`src/rtl/grid_run_scheduler.sv`:
```
// grid_run_scheduler: host-side sequencer for one grid generator instance.
// Resets the grid, launches an attempt with an 8-bit seed, waits for done,
// and retries with an LFSR-advanced seed on failure or timeout.
module grid_run_scheduler #(
    parameter int START_HOLD   = 30,
    parameter int MAX_CYCLES   = 22500,
    parameter int MAX_ATTEMPTS = 8
) (
    input  logic       clock,
    input  logic       reset,
    input  logic       rq_start,
    input  logic [7:0] seed_init,
    output logic       busy,
    output logic       done,
    output logic       success,
    output logic [7:0] attempts,
    output logic [7:0] seed_used,
    output logic       grid_reset,
    output logic       grid_rq_start,
    output logic [7:0] grid_seed,
    input  logic       grid_done,
    input  logic       grid_success
);

    typedef enum logic [2:0] {
        ST_IDLE,
        ST_GRST,
        ST_LAUNCH,
        ST_WAIT,
        ST_FINISH
    } state_t;

    state_t      state;
    logic [15:0] cnt;
    logic        done_prev;
    logic        done_edge;
    logic        timeout;
    logic [7:0]  seed_next;

    assign grid_seed = seed_used;

    // Done edge detect, WAIT timeout compare and next Galois LFSR seed.
    always_comb begin
        done_edge = grid_done & ~done_prev;
        timeout   = (cnt == 16'(MAX_CYCLES - 1));
        seed_next = {1'b0, seed_used[7:1]} ^ (seed_used[0] ? 8'hB8 : 8'h00);
    end

    // Sequencer FSM; every output is a register updated on state transitions.
    always_ff @(posedge clock or negedge reset) begin
        if (!reset) begin
            state         <= ST_IDLE;
            cnt           <= '0;
            done_prev     <= 1'b0;
            busy          <= 1'b0;
            done          <= 1'b0;
            success       <= 1'b0;
            attempts      <= '0;
            seed_used     <= 8'h01;
            grid_reset    <= 1'b1;
            grid_rq_start <= 1'b0;
        end else begin
            done      <= 1'b0;
            done_prev <= grid_done;
            case (state)
                ST_IDLE: begin
                    grid_reset <= 1'b0;
                    busy       <= 1'b0;
                    if (rq_start) begin
                        seed_used  <= (seed_init == 8'h00) ? 8'h01 : seed_init;
                        attempts   <= 8'd1;
                        success    <= 1'b0;
                        busy       <= 1'b1;
                        grid_reset <= 1'b1;
                        cnt        <= '0;
                        state      <= ST_GRST;
                    end
                end
                ST_GRST: begin
                    // A level left high by a previous attempt must not count as an edge.
                    done_prev <= 1'b0;
                    if (cnt == 16'd1) begin
                        grid_reset    <= 1'b0;
                        grid_rq_start <= 1'b1;
                        cnt           <= '0;
                        state         <= ST_LAUNCH;
                    end else begin
                        cnt <= cnt + 16'd1;
                    end
                end
                ST_LAUNCH: begin
                    if (cnt == 16'(START_HOLD - 1)) begin
                        grid_rq_start <= 1'b0;
                        cnt           <= '0;
                        state         <= ST_WAIT;
                    end else begin
                        cnt <= cnt + 16'd1;
                    end
                end
                ST_WAIT: begin
                    if (done_edge && grid_success) begin
                        success <= 1'b1;
                        done    <= 1'b1;
                        state   <= ST_FINISH;
                    end else if (done_edge || timeout) begin
                        if (attempts == 8'(MAX_ATTEMPTS)) begin
                            success <= 1'b0;
                            done    <= 1'b1;
                            state   <= ST_FINISH;
                        end else begin
                            attempts   <= attempts + 8'd1;
                            seed_used  <= seed_next;
                            grid_reset <= 1'b1;
                            cnt        <= '0;
                            state      <= ST_GRST;
                        end
                    end else begin
                        cnt <= cnt + 16'd1;
                    end
                end
                ST_FINISH: begin
                    busy  <= 1'b0;
                    state <= ST_IDLE;
                end
                default: begin
                    busy          <= 1'b0;
                    grid_reset    <= 1'b0;
                    grid_rq_start <= 1'b0;
                    state         <= ST_IDLE;
                end
            endcase
        end
    end

endmodule

```
`config.mk`:
```
export PLATFORM = sky130hd
export DESIGN_NAME = grid_run_scheduler
export DESIGN_NICKNAME = d
export VERILOG_FILES = /design/src/rtl/grid_run_scheduler.sv
export SDC_FILE = /design/constraint.sdc
export NUM_CORES = 1
export LEC_CHECK = 0
export BUFFER_PORTS_ARGS = -buffer_cell sky130_fd_sc_hd__buf_2
export CORE_UTILIZATION = 38
export CTS_BUF_LIST = sky130_fd_sc_hd__clkbuf_8
export DETAILED_ROUTE_END_ITERATION = 12
export GPL_ROUTABILITY_DRIVEN = 0
export PLACE_DENSITY_LB_ADDON = 0.1
export SLEW_MARGIN = 20
export SYNTH_ARGS = -nofsm -noshare
export SYNTH_HDL_FRONTEND = slang
export SYNTH_SLANG_ARGS = --single-unit
export TNS_END_PERCENT = 20
```
`constraint.sdc`:
```
create_clock -name clock -period 2.8 [get_ports clock]
set_input_delay 0.7 -clock clock [delete_from_list [all_inputs] [get_ports clock]]
set_output_delay 0.7 -clock clock [all_outputs]
set_load 0.03 [all_outputs]
```
# Word-level counts from Yosys, hierarchy flattened

Cells that the tools add are included.

Flip-flop bits (word level): 41
Bits of input ports: 13
Output and inout port bits: 29
Word-level logic and storage cells: 95

Add/sub/neg operators: 2
Eq/ne operators: 17
Muxes and demuxes: 46
Bitwise logic cells: 5
Reduce and logical (&&, ||, !) cells: 15

Operator list:

| cell                                                  | count |
|---|---|
| 2-to-1 mux 16 bit                                     | 6 |
| 2-to-1 mux 8 bit                                      | 10 |
| one-hot mux 16 bit (4 select lines)                   | 1 |
| one-hot mux 8 bit (2 select lines)                    | 2 |
| 2-to-1 mux 3 bit                                      | 6 |
| adder 16 x 1 -> 16 bit, second input constant         | 1 |
| equality test 16 x 1 -> 1 bit, second input constant  | 1 |
| equality test 16 x 15 -> 1 bit, second input constant | 1 |
| equality test 16 x 5 -> 1 bit, second input constant  | 1 |
| 2-to-1 mux 1 bit                                      | 16 |
| != test 2 bit, second input constant                  | 6 |
| one-hot mux 3 bit (4 select lines)                    | 1 |
| AND reduction 4 bit                                   | 3 |
| AND reduction 5 bit                                   | 2 |
| != test 3 bit, second input constant                  | 3 |
| adder 8 x 1 -> 8 bit, second input constant           | 1 |
| equality test 8 x 4 -> 1 bit, second input constant   | 1 |
| logical NOT 8 bit                                     | 1 |
| XOR 7 x 8 -> 8 bit                                    | 1 |
| equality test 3 x 2 -> 1 bit, second input constant   | 2 |
| OR reduction 3 bit                                    | 2 |
| one-hot mux 1 bit (2 select lines)                    | 2 |
| one-hot mux 1 bit (4 select lines)                    | 1 |
| nonzero test 4 bit                                    | 1 |
| other kinds (11)                                      | 13 |

# Longest topological paths before layout

Gate-level depths: netlist of run 1.

Word-level depth: 6
Depth in mapped cells: 9
Depth with buffers taken out: 9

# Worst setup path after synthesis of run 1

No wires, ideal clock.

Path kind: reg-to-reg
From: reg attempts[0]
To: reg cnt[11]
Setup time: 77 ps
Arrival time: 2,234 ps
Data required time: 2,723 ps
Setup slack: 489 ps
Stages on the path, launching flop included: 10
Buffers on the path: 0
Clock period less this slack: 2,311 ps
Cell sequence: dfrtp_1 inv_1 ha_1 nor4bb_1 a22o_1 o211ai_4 inv_4 or3_4 or3_1 a21oi_1

Longest elaborated chain between the ends: 3

Ends and longest elaborated chain:

| what                          | line | RTL |
|---|---|---|
| from (decl)                   | 16   | `output logic [7:0] attempts,` |
| from (signal assigned)        | 111  | `attempts <= attempts + 8'd1;` |
| equality test 8 x 4 -> 1 bit  | 106  | `if (attempts == 8'(MAX_ATTEMPTS)) begin` |
| != test 3 bit (no line)       | --   |  |
| AND reduction 4 bit (no line) | --   |  |
| to (signal assigned)          | 88   | `cnt <= cnt + 16'd1;` |
| to (signal assigned)          | 97   | `cnt <= cnt + 16'd1;` |
| to (signal assigned)          | 118  | `cnt <= cnt + 16'd1;` |
| to (decl)                     | 34   | `logic [15:0] cnt;` |

No other way between the ends.
A chain may end at the register's enable or synchronous reset.

# Final worst setup path of run 1

From: reg cnt[1]
To: reg cnt[5]

Longest elaborated chain between the ends: 5
Elaborated cells between the ends (all ways): 12
Those cells by class: add/sub (1); eq/ne (4); mux (5); reduce/logical (2)

Ends and longest elaborated chain:

| what |
|---|
| parallel branches: the longest is 5 deep, another holds adder 16 x 1 -> 16 bit |

Parallel ways; which one is timed is not known. The select of a mux whose other input is x is not followed.

==> reports/metrics.cfg, run 1 <==
[critical_path]
cp.arrival_ps = 2590
startpoint_type = flip-flop
required_ps = 2960
cp_slowest_cell = nor3_4
crit_path_max_incr_delay_ps = 560
rr_worst_depth = 8
worstSetupPathType = flip-flop to flip-flop
crit_chain = inv_1 -> ha_1 -> nor4b_1 -> nand4_1 -> o21ba_1 -> or2_1 -> nor3_4 -> o21ai_1
r2r-end = cnt[5]
end_kind = flip-flop
critPathMaxFanout = 14
reg2reg_from = cnt[1]
r2r_setup_slack_ps = 360

[global_route]
grt_pass1_wl_mm = 8.707
grt_max_degree = 42
overflow = 0
antenna_found_initial = 0
grt.total_usage_pct = 17.75
grt_pass1_vias = 1854

[cells_and_area]
area_delta_synth_final_pct = 16.74
antennaDiodeCount = 0
layout.cell_area.non_filler_sq_um = 2661
drive_gt1_share_pct = 21.62
fin_nets = 312

[sta]
fin_crit_ps = 2438
hold_viol = 0
drv_slew = 0
tightest_slew_ps = 690.4
fin_tns_setup_ps = 0
max_freq_mhz = 410.2
post-route-period-util_pct = 87.06
grt_setup_unrepaired = false
skew_ps = 4.633
setup_violations = 0
relSlewSlack_pct = 53.58

[routing]
drt_wl_total_mm = 5.099
avgRoutedWirePerCell_microns = 13.86
first_iter_violations = 81
drc_errors = 0
dr.pass1.iters = 4
vias_per_cell = 5.313
final_antenna_net_count = 0
vias = 1955

[clock_tree]
cts_inserted_buffers = 5
clockBufferDepth = 2
postCtsHoldBufs = 0
clock_latency_ps = 300
tritoncts = built
numClockSinks = 41
htreeDepth = 2
root_buffer = clkbuf_8
clkTransAtPathRegs_ps = 80

[yosys]
synth_nets = 272
syn_inst = 255
synth.yosys.warnings = 0
synth.distinct_cells = 48
ys_seq_elements = 41
ys_seq_area_share_pct = 45.12
synth_area_sq_um = 2280
avgSynthCellArea_sq_um = 8.940
ys.flop_type = dfrtp_1
async_flop_share_pct = 100.0
synth_edf_count = 0

[placement]
port_buffers = 41
dpl.hpwl_mm = 3.687
placed_cell_area_sq_um = 2539

[job]
cap_violations = 0

[run_status]
status = finished, final reports clean

[power_and_ir_drop]
p_int_uw = 1438
report.power.total_uw = 2655
p_leak_uw = 0.001188
pwr-share-seq_pct = 35.1
peakVddDrop_mv = 0.5350
clkPwrFrac_pct = 18.8
powerDensity_nw_per_um2 = 997.5
switching_share_pct = 45.85
p_comb_share_pct = 46.1
switchingPower_uw = 1217

[die]
pin_count = 42
die_x_microns = 79.46
start_util_pct = 40.41
die_area_sq_um = 6313
die_h_microns = 79.46
coreArea_sq_um = 5642
rows = 27

[hold_path]
hp-class = input pin to asynchronous set/reset pin

[layout by cell type (no fill, tap or decap), drive strengths merged, types with 2 or more instances in the layout]
| cell | n |
|---|---|
| ha | 4 |
| nor3 | 10 |
| or3 | 7 |
| nand2 | 15 |
| o21ai | 16 |
| and3 | 3 |
| dfstp | 2 |
| nand3b | 2 |
| o22ai | 8 |
| nand4 | 6 |
| and2 | 3 |
| o32ai | 2 |
| or2 | 3 |
| a21oi | 13 |
| and4 | 3 |
| nand3 | 13 |
| clkbuf | 6 |
| nand2b | 3 |
| nor4b | 2 |
| xor2 | 7 |
| a21boi | 2 |
| o211ai | 4 |
| nor2 | 41 |
| xnor2 | 9 |
| dfrtp | 39 |
| nor4 | 2 |
| buf | 49 |
| inv | 10 |
[repair_timing]
action,in CTS,in global routing
setup buffers,0,0
endpoints found under the setup margin,0,14
endpoints found under the hold margin,0,0
resized for setup,0,1
[worst max-delay path by stage]
stage | from | endpoint | slack, ps | cells after the start
after global routing | attempts[0] | grid_seed[6] | 100 | 8
after detailed placement | cnt[1] | cnt[5] | 50 | 8
after CTS | cnt[1] | cnt[5] | 50 | 8
final | cnt[1] | cnt[5] | 360 | 8
after global placement | grid_done | cnt[4] | 160 | 7
after floorplan | attempts[0] | cnt[11] | 490 | 9
[area by class of cell]
type / instances / area, sq um
Fill cell: 565 / 2980
Multi-Input combinational cell: 189 / 1125
Sequential cell: 41 / 1028
Timing Repair Buffer: 49 / 265.3
Tap cell: 72 / 90.09
Clock buffer: 6 / 82.58
Inverter: 9 / 36.28
Clock inverter: 2 / 33.78
[layer usage]
| layer | track usage [%] | share of wire (%) | up-vias |
|---|---|---|---|
| met1 | 23.74 | 48 | 918 |
| met4 | 7.273 | 1.6 | 0 |
| met2 | 27.69 | 46 | 56 |
| met3 | 3.771 | 4.8 | 7 |
| met5 | 0 | 0 | - |
| li1 | - | - | 974 |
[state kept, by name, indices dropped and copies added (netlist names)]
register,flops
done_prev,1
state,3
grid_reset,1
cnt,16
done,1
success,1
busy,1
attempts,8
grid_rq_start,1
grid_seed,8
[critical path, delay by kind of cell, from the launching register on]
| kind | cells | cell delay, ps |
|---|---|---|
| AND/OR/NAND/NOR | 4 | 1250 |
| buffers and inverters | 1 | 100 |
| adder cells (fa/ha/maj) | 1 | 150 |
| flip-flops | 1 | 410 |
| AO/OA/AOI/OAI | 2 | 380 |
[synth_stat cells (3+ instances only)]
cell	n	area [sq um]
and2_1	3	18.77
o211ai_1	3	22.52
o21ai_0	13	65.06
xnor2_1	9	78.83
nor3_1	9	45.04
nor2_1	41	153.9
nand4_1	6	37.54
nand2_1	15	56.30
or3_1	6	37.54
o22ai_1	8	50.05
ha_1	4	50.05
buf_4	9	67.56
nand3_1	13	65.06
o21ai_1	3	15.01
inv_1	8	30.03
nand2b_1	3	18.77
and3_1	3	18.77
clkbuf_1	5	18.77
xor2_1	7	61.31
a21oi_1	13	65.06
dfrtp_1	39	975.9
[metrics by stage]
stage / hold slack, ps / utilization [%] / std cells / setup slack, ps
2_1_floorplan: 404.4 / - / 255 / 488.7
3_3_place_gp: 511.5 / 45.00 / 360 / 161.9
3_5_place_dp: 505.2 / 45.00 / 360 / 54.57
4_1_cts: 475.4 / 47.06 / 368 / 50.48
5_1_grt: 496.7 / 47.17 / 368 / 95.86
6_report: 454.5 / 47.17 / 368 / 362.4
[power by group through the flow]
stage                     Clock [uW]  Sequential (uW)  Combinational (uW)
after floorplan                    0             1080                 804
after global placement             0              944                1220
after detailed placement           0              943                1220
after CTS                        518              931                1230
after global routing             542              963                1370
final                            499              932                1220
[logic make-up after synthesis]
kind of cell | count (synthesis) | synth area share, %
AOI/OAI and AO/OA | 53 | 14.76
and+or+nand+nor | 116 | 25.96
DFF | 41 | 45.12
xor gates and xnor gates | 16 | 6.147
buffers and inverters | 25 | 5.818
adders and majority gates | 4 | 2.195
(Power assumes the default switching activity.)
==> inputs of run 2 (changes only) <==
==> constraint.sdc (replaced) <==
create_clock -name clock -period 2.2 [get_ports clock]
set_input_delay 0.55 -clock clock [delete_from_list [all_inputs] [get_ports clock]]
set_output_delay 0.55 -clock clock [all_outputs]
set_load 0.03 [all_outputs]
==> run 2 against run 1 <==
Count of clock-buffer cells in the layout rose by 1. First-iteration DRC count decreased by 52%. Setup slack lost 330 ps. Fmax rose by 12%. Die area is the same. Critical endpoint unchanged. Flip-flop and latch count is the same. Register-to-register slack lost 330 ps. Via count grew 3.4%. Power up 41%.
==> reports/metrics.cfg, run 2 (synthesized netlist as in run 1, its figures left out) <==
[cells_and_area]
largest_reg_flops = 16
drive_gt1_share_pct = 31.55
layoutNonFillerInstCount = 389
layout.cell_area.non_filler_sq_um = 2900
area_delta_synth_final_pct = 27.22
final_cell_mix = nor2_1 (41), buf_2 (41), dfrtp_1 (37)
top_register = cnt
fin_nets = 333
antennaDiodeCount = 0

[sta]
setup_violations = 0
hold_viol = 0
skew_ps = 4.467
drv_slew = 0
post-route-period-util_pct = 98.61
max_freq_mhz = 460.9
tightest_slew_ps = 640.1
relSlewSlack_pct = 56.96
timing.hold.ws_ps = 150.7
grt_setup_unrepaired = true
fin_crit_ps = 2169

[critical_path]
path_depth = 9
r2r_setup_slack_ps = 30
crit_family = simple AND/OR/NAND/NOR gates
critPathMaxFanout = 6
crit_chain = buf_6 -> ha_4 -> nor4b_4 -> nand4_1 -> o21a_1 -> or2_4 -> nor3_4 -> buf_6 -> o21ai_1
rr_worst_depth = 9
cp_slowest_cell = dfrtp_1
reg2reg_from = cnt[0]
cp.arrival_ps = 2360
end_kind = flip-flop
required_ps = 2390
path_buf_inv = 2
crit_path_max_incr_delay_ps = 410
critPathLaunch = cnt[0]
startpoint_type = flip-flop
cpMostUsedCell = buf_6
worstSetupPathType = flip-flop to flip-flop

[power_and_ir_drop]
peakVddDrop_mv = 0.6840
powerDensity_nw_per_um2 = 1291
report.power.total_uw = 3744
p_leak_uw = 0.001294

[die]
die_h_microns = 79.46
die_x_microns = 79.46
start_util_pct = 40.41
die_area_sq_um = 6313
pin_count = 42
rows = 27
coreArea_sq_um = 5642

[routing]
drt_wl_total_mm = 5.501
drc_errors = 0
vias_per_cell = 5.198
avgRoutedWirePerCell_microns = 14.14
dr.pass1.iters = 4
first_iter_violations = 39
final_antenna_net_count = 0
vias = 2022

[global_route]
overflow = 0
antenna_found_initial = 0
grt.total_usage_pct = 18.66
grt_pass1_wl_mm = 9.190
grt_pass1_vias = 1948
grt_max_degree = 16

[clock_tree]
numClockSinks = 41
cts_inserted_buffers = 5
tritoncts = built
clkTransAtPathRegs_ps = 80
clockBufferDepth = 2
root_buffer = clkbuf_8
clock_latency_ps = 290
htreeDepth = 2

[placement]
placed_cell_area_sq_um = 2669
port_buffers = 41
placed_cells = 377
dpl.hpwl_mm = 4.033

[hold_path]
hp-class = input pin to asynchronous set/reset pin

[job]
cap_violations = 0

[run_status]
status = finished, final reports clean

run 2: power by group:
part / total (uW) / internal (uW) / switching [uW]
combinational: 2010 / 820 / 1190
sequential: 1180 / 957 / 226
clock: 554 / 284 / 270
run 2: layout make-up:
cell class,instances,area (sq um)
clock inverter,1,5.005
timing repair buffer,70,437.9
sequential,41,1031
tap,72,90.09
multi-input combinational,189,1204
clock buffer,7,96.34
fill,533,2741
inverter,9,36.28
run 2: timing repair:
| action | CTS | global route |
|---|---|---|
| hold buffers | 0 | 0 |
| pin swaps | 1 | 14 |
| setup buffers | 0 | 3 |
| resized for setup | 4 | 22 |
| cloned | 0 | 1 |
| endpoints found under the setup margin | 12 | 33 |
run 2: stage by stage:
stage | TNS, ps | setup slack, ps | utilization, %
6_report | 0 | 30.55 | 51.41
5_1_grt | -590.0 | -64.44 | 51.41
4_1_cts | -9.015 | -9.015 | 49.46
3_5_place_dp | -251.8 | -42.42 | 47.31
3_3_place_gp | -453.1 | -59.45 | 47.31
2_1_floorplan | -19.39 | -6.493 | -
run 2: metal layers:
| metal | wire (microns) | vias up | GRT usage, % |
|---|---|---|---|
| li1 | - | 1015 | - |
| met3 | 224 | 8 | 3.771 |
| met1 | 2628 | 953 | 25.16 |
| met2 | 2576 | 46 | 29.66 |
| met5 | 0 | - | 0 |
| met4 | 72 | 0 | 6.364 |
run 2: worst paths after layout:
kind / endpoint
max: cnt[5]
min: cnt[6]
max reg2reg: cnt[5]
min reg2reg: success
max in group asynchronous: grid_reset
min in group clock: done_prev
run 2: worst reg2reg max path, stage by stage (launching register included):
cell and delay, ps:
dfrtp_1 410, buf_6 120, ha_4 120, nor4b_4 180, nand4_1 230, o21a_1 260, or2_4 270, nor3_4 240
buf_6 170, o21ai_1 70
==> inputs of run 3 (changes only) <==
--- a/config.mk
+++ b/config.mk
@@ -11,6 +11,7 @@
 export DETAILED_ROUTE_END_ITERATION = 12
 export GPL_ROUTABILITY_DRIVEN = 0
 export PLACE_DENSITY_LB_ADDON = 0.1
+export RECOVER_POWER = 100
 export SLEW_MARGIN = 20
 export SYNTH_ARGS = -nofsm -noshare
 export SYNTH_HDL_FRONTEND = slang
==> run 3 against run 2 <==
Critical path depth unchanged. Largest cell class unchanged. Clock power about the same. Non-clock buffer count stayed put. Utilization shrank 0.91 points. Critical path type unchanged. Largest power group unchanged. Flip-flop and latch count unchanged. Highest routed layer unchanged.
==> reports/metrics.cfg, run 3 (synthesized netlist as in run 1, its figures left out) <==
[cells_and_area]
antennaDiodeCount = 0
final_cell_mix = nor2_1 (41), dfrtp_1 (37), clkbuf_1 (33)
drive_gt1_share_pct = 21.14
area_delta_synth_final_pct = 24.97
final_common_cell = nor2_1
largest_reg_flops = 16
layout.cell_area.non_filler_sq_um = 2849
top_register = cnt
fillerInstances = 554
fin_nets = 333

[sta]
hold_viol = 0
setup_violations = 0
drv_slew = 0
relSlewSlack_pct = 41.43
max_freq_mhz = 461.0
post-route-period-util_pct = 98.61
fin_crit_ps = 2169
skew_ps = 4.781
timing.hold.ws_ps = 321.1
grt_setup_unrepaired = true
tightest_slew_ps = 878.6

[die]
die_h_microns = 79.46
die_x_microns = 79.46
rows = 27
pin_count = 42
start_util_pct = 40.41
die_area_sq_um = 6313
coreArea_sq_um = 5642

[clock_tree]
htreeDepth = 2
clkTransAtPathRegs_ps = 80
tritoncts = built
cts_inserted_buffers = 5
clock_latency_ps = 290
root_buffer = clkbuf_8
numClockSinks = 41
clockBufferDepth = 2

[critical_path]
cp_slowest_cell = dfrtp_1
required_ps = 2390
cp.arrival_ps = 2360
path_buf_inv = 2
cpMostUsedCell = buf_6
crit_path_max_incr_delay_ps = 410
crit_family = simple AND/OR/NAND/NOR gates
startpoint_type = flip-flop
crit_chain = buf_6 -> ha_4 -> nor4b_4 -> nand4_1 -> o21a_1 -> or2_4 -> nor3_4 -> buf_6 -> o21ai_1
critPathMaxFanout = 6
worstSetupPathType = flip-flop to flip-flop
end_kind = flip-flop

[routing]
dr.pass1.iters = 4
vias = 2015
vias_per_cell = 5.180
drt_wl_total_mm = 5.558
first_iter_violations = 46
final_antenna_net_count = 0
avgRoutedWirePerCell_microns = 14.29
drc_errors = 0

[global_route]
overflow = 0
grt.total_usage_pct = 18.66
grt_pass1_wl_mm = 9.190
grt_max_degree = 16
antenna_found_initial = 0
grt_pass1_vias = 1948

[run_status]
status = finished, final reports clean

[placement]
placed_cell_area_sq_um = 2669
dpl.hpwl_mm = 4.033
port_buffers = 41

[power_and_ir_drop]
p_leak_uw = 0.001191
powerDensity_nw_per_um2 = 1295
peakVddDrop_mv = 0.6649

[job]
cap_violations = 0

[hold_path]
hp-class = input pin to asynchronous set/reset pin

## run 3: timing repair
item | 4_1_cts | 5_1_grt
setup endpoints to repair | 12 | 33
hold buffers | 0 | 0
buffers inserted | 0 | 3
gates cloned | 0 | 1
pin swaps | 1 | 14
resized for setup | 4 | 22
## run 3: power breakdown
| part | internal [uW] | switching (uW) |
|---|---|---|
| Sequential | 957 | 233 |
| Clock | 284 | 271 |
| Combinational | 751 | 1190 |
| Total | 1990 | 1700 |
## run 3: worst paths after layout
kind                             from          end  slack (ps)  cells after the start
max                            cnt[0]       cnt[5]          30                      9
min                             reset       cnt[6]         320                      1
max reg2reg                    cnt[0]       cnt[5]          30                      9
min reg2reg                grid_reset   grid_reset         530                      2
max in group asynchronous       reset  attempts[0]         560                      2
min in group clock          grid_done    done_prev         500                      2
## run 3: cell type report
class	instances	area (sq um)	share of cell area, %
Multi-Input combinational cell	189	1204	42.25
Clock inverter	1	5.005	0.1757
Timing Repair Buffer	70	386.6	13.57
Inverter	9	36.28	1.274
Clock buffer	7	96.34	3.382
Tap cell	72	90.09	3.162
Sequential cell	41	1031	36.19
## run 3: per-stage QoR
| stage | setup TNS, ps | utilization (%) | cells | power, uW | setup WS (ps) |
|---|---|---|---|---|---|
| 2_1_floorplan | -19.39 | - | 255 | 2404 | -6.493 |
| 3_3_place_gp | -453.1 | 47.31 | 377 | 2934 | -59.45 |
| 3_5_place_dp | -251.8 | 47.31 | 377 | 2942 | -42.42 |
| 4_1_cts | -9.015 | 49.46 | 385 | 3543 | -9.015 |
| 5_1_grt | -590.1 | 50.50 | 389 | 3947 | -64.44 |
| 6_report | 0 | 50.50 | 389 | 3689 | 30.57 |
## run 3: layer usage
layer  track usage (%)  part of all wire [%]
met1             25.16                    48
met4             6.364                   1.3
met5                 0                     0
met3             3.771                   3.8
met2             29.66                    47
## run 3: worst reg2reg max path: stages, from the launching register on
cell	delay, ps
dfrtp_1	410
buf_6	120
ha_4	120
nor4b_4	180
nand4_1	230
o21a_1	260
or2_4	270
nor3_4	240
buf_6	170
o21ai_1	70
